`config.mk`:
```
export PLATFORM = sky130hd
export DESIGN_NAME = vdb_seg7_decimal_driver
export DESIGN_NICKNAME = d
export VERILOG_FILES = /design/src/rtl/vdb_seg7_decimal_driver.sv
export SDC_FILE = /design/constraint.sdc
export NUM_CORES = 1
export LEC_CHECK = 0
export ABC_CLOCK_PERIOD_IN_PS = 3100
export CAP_MARGIN = 20
export CORE_MARGIN = 2
export CORE_UTILIZATION = 50
export DETAILED_ROUTE_END_ITERATION = 7
export MAX_ROUTING_LAYER = met4
export PLACE_DENSITY = 0.69
export SLEW_MARGIN = 20
export SYNTH_ARGS = -nofsm -noshare
export SYNTH_HDL_FRONTEND = slang
export SYNTH_SLANG_ARGS = --single-unit
```
`constraint.sdc`:
```
create_clock -name clk -period 3.1 [get_ports clk]
set_clock_uncertainty 0.1 [all_clocks]
set_input_delay 0.31 -clock clk [delete_from_list [all_inputs] [get_ports clk]]
set_output_delay 0.31 -clock clk [all_outputs]
set_load 0.05 [all_outputs]
```
`src/rtl/vdb_seg7_decimal_driver.sv`:
```
// Binary-to-decimal 7-segment driver: handshake-accepted value, serial double-dabble
// conversion, then one registered update of all digit segment vectors.
module vdb_seg7_decimal_driver #(
  parameter int DIGITS = 4,
  parameter int WIDTH  = 14
) (
  input  logic                  clk,
  input  logic                  rst,
  input  logic                  valid,
  output logic                  ready,
  input  logic [WIDTH-1:0]      value,
  input  logic [DIGITS-1:0]     dp,
  input  logic                  blank_leading,
  output logic [DIGITS*8-1:0]   seg,
  output logic                  done,
  output logic                  overflow
);

  localparam int CW = (WIDTH > 1) ? $clog2(WIDTH) : 1;

  function automatic logic [63:0] pow10(input int n);
    logic [63:0] p;
    p = 64'd1;
    for (int k = 0; k < n; k++) p = p * 64'd10;
    return p;
  endfunction

  localparam logic [63:0] LP_LIMIT = pow10(DIGITS);

  function automatic logic [7:0] seg7(input logic [3:0] d);
    case (d)
      4'd0:    seg7 = 8'h3F;
      4'd1:    seg7 = 8'h06;
      4'd2:    seg7 = 8'h5B;
      4'd3:    seg7 = 8'h4F;
      4'd4:    seg7 = 8'h66;
      4'd5:    seg7 = 8'h6D;
      4'd6:    seg7 = 8'h7D;
      4'd7:    seg7 = 8'h07;
      4'd8:    seg7 = 8'h7F;
      4'd9:    seg7 = 8'h6F;
      default: seg7 = 8'h00;
    endcase
  endfunction

  typedef enum logic [1:0] {IDLE, CONV, UPDATE} state_t;

  state_t                r_state;
  state_t                w_stateNext;
  logic [CW-1:0]         r_cnt;
  logic [WIDTH-1:0]      r_bin;
  logic [DIGITS*4-1:0]   r_bcd;
  logic [DIGITS-1:0]     r_dp;
  logic                  r_blank;
  logic                  r_ovfPending;
  logic                  w_accept;
  logic                  w_lastIter;
  logic [DIGITS*4-1:0]   w_bcdAdj;
  logic [DIGITS*4+WIDTH-1:0] w_shift;
  logic [DIGITS*8-1:0]   w_segNext;

  assign ready      = (r_state == IDLE) && !rst;
  assign w_accept   = valid && ready;
  assign w_lastIter = (r_cnt == CW'(WIDTH - 1));

  always_ff @(posedge clk) begin
    if (rst) r_state <= IDLE;
    else     r_state <= w_stateNext;
  end

  always_comb begin
    w_stateNext = r_state;
    case (r_state)
      IDLE:    if (w_accept) w_stateNext = CONV;
      CONV:    if (w_lastIter) w_stateNext = UPDATE;
      UPDATE:  w_stateNext = IDLE;
      default: w_stateNext = IDLE;
    endcase
  end

  // Shift-add-3: correct every nibble that would exceed 9 after doubling, then shift.
  always_comb begin
    w_bcdAdj = r_bcd;
    for (int i = 0; i < DIGITS; i++) begin
      if (r_bcd[i*4 +: 4] >= 4'd5) w_bcdAdj[i*4 +: 4] = r_bcd[i*4 +: 4] + 4'd3;
    end
    w_shift = {w_bcdAdj, r_bin} << 1;
  end

  always_ff @(posedge clk) begin
    if (rst) begin
      r_cnt        <= '0;
      r_bin        <= '0;
      r_bcd        <= '0;
      r_dp         <= '0;
      r_blank      <= 1'b0;
      r_ovfPending <= 1'b0;
    end else if (w_accept) begin
      r_cnt        <= '0;
      r_bin        <= value;
      r_bcd        <= '0;
      r_dp         <= dp;
      r_blank      <= blank_leading;
      r_ovfPending <= (64'(value) >= LP_LIMIT);
    end else if (r_state == CONV) begin
      {r_bcd, r_bin} <= w_shift;
      r_cnt          <= w_lastIter ? '0 : r_cnt + 1'b1;
    end
  end

  // Scan from the most significant digit so the zero run tells which digits are leading.
  always_comb begin
    logic [3:0] w_nib;
    logic       w_zeroRun;
    w_segNext = '0;
    w_zeroRun = 1'b1;
    w_nib     = '0;
    for (int i = DIGITS - 1; i >= 0; i--) begin
      w_nib     = r_bcd[i*4 +: 4];
      w_zeroRun = w_zeroRun && (w_nib == 4'd0);
      if (r_ovfPending)
        w_segNext[i*8 +: 8] = 8'h40;
      else if (r_blank && (i > 0) && w_zeroRun)
        w_segNext[i*8 +: 8] = {r_dp[i], 7'b0};
      else
        w_segNext[i*8 +: 8] = seg7(w_nib) | {r_dp[i], 7'b0};
    end
  end

  always_ff @(posedge clk) begin
    if (rst) begin
      seg      <= '0;
      done     <= 1'b0;
      overflow <= 1'b0;
    end else begin
      done <= 1'b0;
      if (r_state == UPDATE) begin
        seg      <= w_segNext;
        overflow <= r_ovfPending;
        done     <= 1'b1;
      end
    end
  end

endmodule

```
# ---- Word-level counts from Yosys, hierarchy flattened
# Memory sizes are Yosys's and may differ from the RTL's. A register that Yosys moved wholly into a read port is not among the register bits.
# Index checks and enable logic that the tools add are counted.
dict set report totals {
  regBits 76
  mem_bits_ro 448
  elab_cells 81
  memories 4
}
dict set report classes {
  addsub 5
  n_lt_le_gt_ge 5
  eq_ne 5
  mux 33
  bitwise_logic 4
  n_reduce_logical 15
}
# name words width read_ports rd_ports_with_merged_regs wr line
set memory_table {}
lappend memory_table {{(no name shown)} 16 7 1 1 0 31} ;# case (d)
lappend memory_table {{(no name shown)} 16 7 1 1 0 31}
lappend memory_table {{(no name shown)} 16 7 1 1 0 31}
lappend memory_table {{(no name shown)} 16 7 1 1 0 31}
# op count
set op_table {}
lappend op_table {{8-bit 2-to-1 mux} 14}
lappend op_table {{4-bit 2-to-1 mux} 12}
lappend op_table {{8-bit bitwise OR} 4}
lappend op_table {{14-bit 2-to-1 mux} 2}
lappend op_table {{4-bit by 3-bit greater-or-equal comparator with 1-bit output (second input constant)} 4}
lappend op_table {{14-bit greater-or-equal comparator (second input constant)} 1}
lappend op_table {{4-bit by 2-bit adder with 4-bit output (second input constant)} 3}
lappend op_table {{4-bit logical NOT} 3}
lappend op_table {{1-bit logical AND} 7}
lappend op_table {{4-bit by 1-bit adder with 4-bit output (second input constant)} 1}
lappend op_table {{4-bit == test (second input constant)} 1}
lappend op_table {{2-bit 2-to-1 mux} 2}
lappend op_table {{2-bit inequality test (second input constant)} 2}
lappend op_table {{2-bit one-hot mux with 2 select lines} 1}
lappend op_table {{3-bit by 2-bit adder with 3-bit output (second input constant)} 1}
lappend op_table {{3-bit 2-to-1 mux} 1}
lappend op_table {{2-bit by 1-bit == test with 1-bit output (second input constant)} 1}
lappend op_table {{2-bit == test (second input constant)} 1}
lappend op_table {{2-bit logical NOT} 1}
lappend op_table {{2-bit AND reduction} 1}
lappend op_table {{2-bit nonzero test} 1}
lappend op_table {{2-bit OR reduction} 1}
lappend op_table {{1-bit logical NOT} 1}
lappend op_table {{1-bit 2-to-1 mux} 1}

# ---- Depth between registers and ports, before layout
# Gate-level depths: netlist of run 1.
dict set report logic_depth {
  word_depth 9
  mapped_depth 10
}

# ---- Worst setup path before layout of run 1
# No wires, ideal clock.
dict set report synth_timing {
  path_kind {register to register}
  from {reg r_state[1]}
  to {reg r_bin[2]}
  arrival_time_ns 2.491
  path_slack_ns 0.381
  stages_incl_launch_ff 9
  path_buffers 3
  period_less_slack_ns 2.719
  path_cell_list {dfxtp_1 buf_2 nor3_1 and2_1 clkbuf_1 buf_1 a21oi_1 a21oi_1 nor2_1}
}
dict set report synth_between {
  elab_chain_len 4
  word_cells_on_any_way 6
}
# item line
set synth_rtl {}
lappend synth_rtl {{from (decl)} 48} ;# state_t r_state;
lappend synth_rtl {{from (signal assigned)} 68} ;# else r_state <= w_stateNext;
lappend synth_rtl {{2-bit logical NOT *} 62} ;# assign ready = (r_state == IDLE) && !rst;
lappend synth_rtl {{1-bit logical AND *} 62}
lappend synth_rtl {{via ready} 10} ;# output logic ready,
lappend synth_rtl {{1-bit logical AND *} 63} ;# assign w_accept = valid && ready;
lappend synth_rtl {{14-bit 2-to-1 mux / 2-bit nonzero test (equally long branches)} -}
lappend synth_rtl {{to (signal assigned)} 100} ;# r_bin <= value;
lappend synth_rtl {{to (signal assigned)} 106} ;# {r_bcd, r_bin} <= w_shift;
lappend synth_rtl {{to (decl)} 51} ;# logic [WIDTH-1:0] r_bin;
# Mark *: on every way through the listed nets, which the timed path passes. The rest lies on a longest branch.
# A chain may end at the register's enable or synchronous reset.

==> results.yml, run 1 <==
drt:
  routed_wirelength_mm: 10.0
  routedWlPerCell_um: 14.3
  drtIter0Drc: 156
  drtAntennaViolNets: 0
  via_per_inst: 5.51
  first_pass_iters: 5
  drc: 0
  dr_total_vias: 3876
layout:
  regArea_mm2: 0.00208
  antennaDiodeCount: 0
  fin_nets: 626
  syn2layout_area_growth_pct: 18.3
  multiInputGateArea_mm2: 0.00244
  fillers: 818
  final_util_pct: 60.8
  drive_above_1_share_pct: 8.36
place:
  place_congestion: 0.845
  dp_slack_ps: 347
  hpwlAfterDp_mm: 7.19
  io_buffers: 56
cts:
  cts_tree: "done"
  cts_hold_buf: 0
  cts_setup_buffers: 0
  post_cts_resized: 0
  cts_sinks: 104
  clock_latency_ps: 360
  cts_buffers: 9
  cts_root_buf: "clkbuf_8"
  clk_pin_slew_worst_paths_ps: 100
  clk_path_buf_depth: 2
  htree_levels: 3
die:
  die_area_mm2: 0.0103
  rows: 35
  die_h_um: 101
  core_area_mm2: 0.00924
  die_w_um: 101
  start_util_pct: 51.3
  io_pins: 57
sta:
  max_freq_ghz: 0.359
  setup_viol: 0
  min_period_ps: 2780
  min_period_over_period_pct: 89.8
  rsz0062_at_grt: "no"
  setup_slack_ps: 316
  tightest_slew_ps: 528
  whs_ps: 342
  drv_slew: 0
  max-slew-margin-rel_pct: 64.5
  setup-tns-final_ps: 0
  hold_viol: 0
logic_synthesis:
  async_flop_share_pct: 0
  syn_area_mm2: 0.00474
  yosys-top-cells-area: "dfxtp_1, ha_1, a22o_1"
  syn-instance-count: 519
  syn-num-nets: 576
  synth_top_area_share_pct: 43.9
  synthSimpleGateAreaFrac_pct: 17.0
  synthMuxAreaShare_pct: 0.211
  ys_seq_elements: 104
  synth-seq-area-share_pct: 43.9
  synth_adder_area_share_pct: 9.23
  ys.flop_type: "dfxtp_1"
  yosys.area.top_type: "dfxtp_1"
  synth_cell_types: 56
  syn_avg_cell_area_um2: 9.14
  yosysWarnings: 0
  synth_top_family_by_area: "compound AO/OA/AOI/OAI gates"
  synth_compound_area_share_pct: 24.9
  yosys.area_share.xor_xnor_pct: 0.185
  synth_edf_count: 0
power:
  peakVddDrop_uv: 256
  p_leak_nw: 2.10
  power-per-cell-area_mw_per_mm2: 428
  power_mw: 2.40
worst_setup_path:
  critPathArrivalTime_ps: 2980
  rrSetupSlack_ps: 320
  endpoint_kind: "flop"
  crit_type: "reg -> reg"
  worst-r2r-cell-count: 9
  required_ps: 3300
  timing.rr.start: "r_bcd[9]$_SDFFE_PP0N_"
  worst_setup_path_start_kind: "flop"
  crit_fanout: 6
outcome:
  status: "finished, final reports clean"
min_path:
  hold_path.class: "reg -> reg"
  holdPathStages: 1
  min_to: "seg[21]$_SDFFE_PP0P_"
grt:
  grt_overflow: 0
  grt.total_usage_pct: 21.1
  grt_pass1_vias: 3634
  antenna_found_initial: 0
  grt_max_degree: 32
  grt_pass1_wl_mm: 17.1
job:
  drv_cap: 0
[stage by stage]
step | cell area (um2) | cells
finish | 5610 | 703
global route | 5610 | 703
CTS | 5610 | 703
detailed placement | 5440 | 687
global placement | 5440 | 687
floorplan | 4740 | 519
[kinds of logic (layout without fill, tap and decap cells)]
group,after synthesis,count (layout)
XOR/XNOR,1,1
AND/OR/NAND/NOR,161,161
adder cells (fa/ha/maj),35,35
buffers and inverters,53,108
AO/OA/AOI/OAI,164,164
flip-flops,104,104
multiplexers,1,1
[synthesized netlist by cell type (5+ instances only)]
cell,count
a211oi_1,10
a21oi_1,42
a22o_1,33
a31oi_1,5
buf_1,7
buf_2,6
clkbuf_1,13
dfxtp_1,104
ha_1,35
inv_1,17
inv_2,6
nand2_1,51
nand2b_1,5
nand3_1,10
nor2_1,38
nor2b_1,6
nor3_1,16
o21ai_0,19
o311ai_1,8
or3_1,6
or4_1,5
[cells in the final DEF, fill, tap and decap left out, types with 5 or more instances in the layout]
master | Yosys | layout
a211oi_1 | 10 | 10
a21oi_1 | 42 | 42
a22o_1 | 33 | 33
a31oi_1 | 5 | 5
buf_4 | 1 | 13
clkbuf_8 | 0 | 9
clkdlybuf4s50_1 | 0 | 55
dfxtp_1 | 104 | 104
ha_1 | 35 | 35
inv_1 | 17 | 17
inv_2 | 6 | 6
nand2_1 | 51 | 51
nand2b_1 | 5 | 5
nand3_1 | 10 | 10
nor2_1 | 38 | 37
nor2b_1 | 6 | 6
nor3_1 | 16 | 16
o21ai_0 | 19 | 19
o311ai_1 | 8 | 8
or3_1 | 6 | 6
or4_1 | 5 | 5
[critical path: stages, from the launching register on]
cell      delay [ps]
dfxtp_1          380
inv_1             90
ha_1             190
nand2b_1         180
a2111o_1         460
a31oi_2          290
inv_2            110
ha_1             310
or4_1            530
nand3_1           90
[layer usage]
layer  up-vias  track usage (%)  part of all wire [%]
met3         9             3.38                   3.0
met4         0             5.93                   1.2
met5         -                -                     0
met1      1815             27.4                    49
met2        67             34.0                    46
li1       1985                -                     -
[power by group]
group          switching [mW]  total [mW]  internal [mW]
combinational           0.151       0.251         0.0995
sequential             0.0245        1.40           1.37
clock                   0.461       0.753          0.292
[how the worst max path moves through the flow]
stage | start | end | slack (ps) | cells after the start
finish | r_bcd[9]$_SDFFE_PP0N_ | flop | 320 | 9
global route | r_state[0]$_SDFFE_PP0P_ | flop | 80 | 8
CTS | r_bcd[9]$_SDFFE_PP0N_ | flop | 320 | 9
detailed placement | r_bcd[9]$_SDFFE_PP0N_ | flop | 350 | 9
global placement | r_state[0]$_SDFFE_PP0P_ | flop | 450 | 8
floorplan | r_state[1]$_SDFFE_PP0P_ | r_bin[2]$_SDFFE_PP0P_ | 380 | 8
[area by class of cell]
class | instances | share of cell area [%]
multi-input combinational | 362 | 43.5
inverter | 23 | 1.54
sequential | 104 | 37.1
clock inverter | 7 | 0.847
timing repair buffer | 69 | 11.9
clock buffer | 9 | 2.21
tap | 129 | 2.87
Note: power is estimated with default switching activity, not from simulation.
==> run 2: changes to the inputs <==
Settings changed: ABC_AREA from default to 1, SETUP_SLACK_MARGIN from default to 0.2.
==> results.yml, run 2 <==
grt:
  antenna_found_initial: 0
  grt.total_usage_pct: 20.6
  grt_overflow: 0
  grt_pass1_vias: 3864
  grt_max_degree: 38
  grt_pass1_wl_mm: 17.0
cts:
  post_cts_resized: 0
  htree_levels: 3
  cts_buffers: 9
  cts_setup_buffers: 0
  cts_hold_buf: 0
  cts_tree: "done"
  clk_pin_slew_worst_paths_ps: 100
  cts_root_buf: "clkbuf_8"
  clock_latency_ps: 360
  clk_path_buf_depth: 2
  cts_sinks: 104
logic_synthesis:
  ys_seq_elements: 104
  synth_edf_count: 0
  synth_top_area_share_pct: 42.7
  syn_avg_cell_area_um2: 7.41
  syn-instance-count: 658
  syn_area_mm2: 0.00488
  yosys.area.top_type: "dfxtp_1"
  yosys-top-cells-area: "dfxtp_1, nand2_1, ha_1"
  async_flop_share_pct: 0
  synth_cell_types: 33
  synth_common_cells: "nand2_1, dfxtp_1, inv_1, nand3_1, ha_1"
  synth.most_common_cell: "nand2_1"
  synth-seq-area-share_pct: 42.7
  syn-num-nets: 715
  ys.flop_type: "dfxtp_1"
  yosysWarnings: 0
place:
  hpwlAfterDp_mm: 7.29
  io_buffers: 56
  dp_slack_ps: 608
  place_congestion: 0.925
sta:
  setup-tns-final_ps: 0
  drv_slew: 0
  tightest_slew_ps: 633
  max_freq_ghz: 0.426
  rsz0062_at_grt: "no"
  setup_viol: 0
  min_period_ps: 2350
  hold_viol: 0
  max-slew-margin-rel_pct: 57.5
  setup_slack_ps: 755
  min_period_over_period_pct: 75.7
layout:
  fin_nets: 771
  antennaDiodeCount: 0
  final_cell_mix: "nand2_1, dfxtp_1, inv_1"
  final_common_cell: "nand2_1"
  syn2layout_area_growth_pct: 17.7
  fillers: 918
  drive_above_1_share_pct: 7.09
worst_setup_path:
  required_ps: 3310
  crit_fanout: 6
  worst-r2r-cell-count: 13
  critPathArrivalTime_ps: 2550
  endpoint_kind: "flop"
  crit_type: "reg -> reg"
  worst_setup_path_start_kind: "flop"
power:
  swShare_pct: 28.3
  peakVddDrop_uv: 247
  p_leak_nw: 2.53
  p_seq_share_pct: 55.3
  power_frac_clock_pct: 30.8
  p_sw_mw: 0.731
  power.internal_mw: 1.85
  combPwrFrac_pct: 13.8
  power_mw: 2.58
  power-per-cell-area_mw_per_mm2: 449
die:
  die_w_um: 103
  core_area_mm2: 0.00964
  io_pins: 57
  start_util_pct: 50.6
  rows: 36
  die_h_um: 103
  die_area_mm2: 0.0106
drt:
  routed_wirelength_mm: 10.0
  drtAntennaViolNets: 0
  routedWlPerCell_um: 11.8
  first_pass_iters: 4
  dr_total_vias: 4244
  drc: 0
  drtIter0Drc: 195
  via_per_inst: 4.98
outcome:
  status: "finished, final reports clean"
min_path:
  hold_path.class: "in -> reg"
  holdPathStages: 2
job:
  drv_cap: 0
==> run 2: changes by cell type after synthesis, moves of 14 or more <==
cell / before / now
nand3_1: 10 / 51
inv_1: 17 / 69
a21oi_1: 42 / 15
nand2_1: 51 / 244
o21ai_0: 19 / 33
nand4_1: 4 / 18
nor2_1: 38 / 7
a22o_1: 33 / 1
==> run 2: logic make-up after synthesis <==
logic type               count (synthesis)  share of synthesized area [%]
AO/OA/AOI/OAI                           84                           10.1
XOR/XNOR                                 1                          0.180
adder cells (fa/ha/maj)                 35                           8.98
buffers and inverters                   98                           8.54
flip-flops                             104                           42.7
AND/OR/NAND/NOR                        336                           29.5
==> run 2: final cells by class <==
type	instances	area [um2]	area share, %
Sequential cell	104	2080	36.2
Timing Repair Buffer	67	638	11.1
Clock inverter	6	55.1	0.958
Multi-Input combinational cell	456	2380	41.4
Inverter	76	285	4.97
Clock buffer	10	138	2.40
Tap cell	133	166	2.90
==> run 2: worst paths after layout <==
kind,startpoint,endpoint,slack [ps]
hold / removal,rst,r_bin[10]$_SDFFE_PP0P_,240
setup reg to reg,r_bcd[4]$_SDFFE_PP0N_,flop,750
setup / recovery,r_bcd[4]$_SDFFE_PP0N_,flop,750
hold reg to reg,flop,seg[1]$_SDFFE_PP0P_,340
==> run 2: power groups by stage <==
stage | combinational [mW] | sequential, mW | clock (mW)
detailed placement | 0.355 | 1.46 | 0
finish | 0.357 | 1.43 | 0.796
global placement | 0.345 | 1.46 | 0
CTS | 0.357 | 1.43 | 0.827
global route | 0.409 | 1.44 | 0.870
floorplan | 0.265 | 1.45 | 0
==> run 2: metal layers <==
| layer | share of wire, % | global-route usage, % | up-vias |
|---|---|---|---|
| met5 | 0 | - | - |
| met3 | 3.1 | 3.46 | 10 |
| met2 | 48 | 33.7 | 73 |
| li1 | - | - | 2230 |
| met4 | 1.2 | 8.10 | 0 |
| met1 | 48 | 25.4 | 1931 |
==> run 2: through the flow <==
stage	utilization [%]	area [um2]	cells	hold WS [ps]
floorplan	-	4880	658	306
global placement	57.6	5550	836	312
detailed placement	57.6	5550	836	319
CTS	59.6	5740	852	221
global route	59.6	5740	852	255
finish	59.6	5740	852	240
==> run 2: worst max-delay path, cell delays in order, from the launching register on <==
cell	delay [ps]
dfxtp_1	390
inv_1	110
ha_1	250
nand2_1	110
a21oi_1	70
o21ai_0	310
nand2_1	230
inv_1	140
ha_1	240
inv_1	50
nand4_1	110
nand2_1	100
nand2_1	50
nand2_1	40
==> run 3: changes to the inputs <==
Settings changed: ABC_CLOCK_PERIOD_IN_PS 3100 to 2300.
Clock period 3.1 ns to 2.3 ns, I/O delays scaled along.
==> results.yml, run 3 (synthesized netlist as in run 2, its figures left out) <==
outcome:
  status: "finished, final reports clean"
worst_setup_path:
  worst-r2r-cell-count: 15
  slowest_delay_ps: 370
  rrSetupSlack_ps: 280
  endpoint_kind: "flop"
  required_ps: 2510
  crit_top_cell: "nand2_1"
  crit_fanout: 4
  critPathSlowestCell: "dfxtp_4"
  cp_cell_sequence: "buf_4, ha_4, inv_2, nand3_2, nand3_2, nand2_2, a21oi_4, inv_2, buf_4, ha_1, inv_1, nand4_1, nand2_1, nand2_1, nand2_1"
  crit_type: "reg -> reg"
  worst_setup_path_start_kind: "flop"
  critPathArrivalTime_ps: 2230
sta:
  max_freq_ghz: 0.495
  drv_slew: 0
  setup_viol: 0
  tightest_slew_ps: 505
  whs_ps: 179
  min_period_ps: 2020
  max-slew-margin-rel_pct: 66.3
  rsz0062_at_grt: "yes"
  setup_slack_ps: 279
  hold_viol: 0
  setup-tns-final_ps: 0
  min_period_over_period_pct: 87.9
drt:
  routed_wirelength_mm: 10.9
  dr_total_vias: 4419
  drtIter0Drc: 259
  drtAntennaViolNets: 0
  drc: 0
  via_per_inst: 5.02
  routedWlPerCell_um: 12.4
  first_pass_iters: 4
place:
  dp.cells: 850
  placed_area_mm2: 0.00566
  hpwlAfterDp_mm: 7.65
  dp_slack_ps: -51.1
  place_congestion: 0.907
  io_buffers: 56
grt:
  grt_overflow: 0
  grt_max_degree: 29
  grt_pass1_wl_mm: 17.6
  grt_pass1_vias: 3947
  grt.total_usage_pct: 21.3
  antenna_found_initial: 0
cts:
  htree_levels: 3
  cts_root_buf: "clkbuf_8"
  clk_pin_slew_worst_paths_ps: 100
  cts_buffers: 9
  clk_path_buf_depth: 2
  cts_sinks: 104
  clock_latency_ps: 360
  cts_tree: "done"
die:
  die_h_um: 103
  die_area_mm2: 0.0106
  io_pins: 57
  core_area_mm2: 0.00964
  die_w_um: 103
  start_util_pct: 50.6
  rows: 36
power:
  power_mw: 3.55
  peakVddDrop_uv: 345
  power-per-cell-area_mw_per_mm2: 574
  p_leak_nw: 2.71
layout:
  final_cell_mix: "nand2_1, dfxtp_1, clkdlybuf4s50_1"
  finalNonFillerCells: 880
  fin_nets: 799
  fillers: 878
  multiInputGateArea_mm2: 0.00258
  syn2layout_area_growth_pct: 26.8
  final_util_pct: 64.2
  drive_above_1_share_pct: 19.1
  antennaDiodeCount: 0
  regArea_mm2: 0.00210
  final_common_cell: "nand2_1"
  design_area_mm2: 0.00619
min_path:
  hold_path.class: "in -> reg"
  holdPathStages: 4
job:
  drv_cap: 0
[run 3: final timing paths]
kind	from	end
setup reg to reg	r_bcd[4]$_SDFFE_PP0N_	flop
hold reg to reg	flop	seg[0]$_SDFFE_PP0P_
setup / recovery	r_bcd[4]$_SDFFE_PP0N_	flop
hold / removal	rst	r_bcd[1]$_SDFFE_PP0N_
[run 3: per-layer routing]
layer  share of wire [%]  GRT usage (%)  vias to the layer above
li1                    -              -                     2285
met1                  45           26.3                     2022
met2                  48           36.0                       96
met3                 4.9           3.59                       16
met4                 1.5           6.28                        0
met5                   0              -                        -
[run 3: what timing repair did]
item | in CTS | in global routing
pin swaps | 4 | 21
endpoints found under the setup margin | 19 | 24
hold buffers | 0 | 0
cloned | 0 | 0
gates resized for setup | 13 | 72
buffers inserted | 4 | 10
[run 3: report_power, final]
part	switching (mW)	internal, mW	total, mW
registers	0.0394	1.89	1.93
logic	0.353	0.221	0.574
clock network	0.624	0.425	1.05
total	1.02	2.53	3.55
[run 3: layout make-up]
class	count	area share, %
clock buffer	10	2.22
clock inverter	6	0.728
inverter	76	4.77
multi-input combinational	456	41.8
sequential	104	34.0
tap	133	2.69
timing repair buffer	95	13.9
[run 3: critical path, delay by kind of cell (launching register included)]
| family | cells | cell delay [ps] |
|---|---|---|
| compound gates | 1 | 180 |
| fa+ha+maj | 2 | 310 |
| buf+inv | 5 | 470 |
| flops | 1 | 370 |
| simple gates | 7 | 550 |
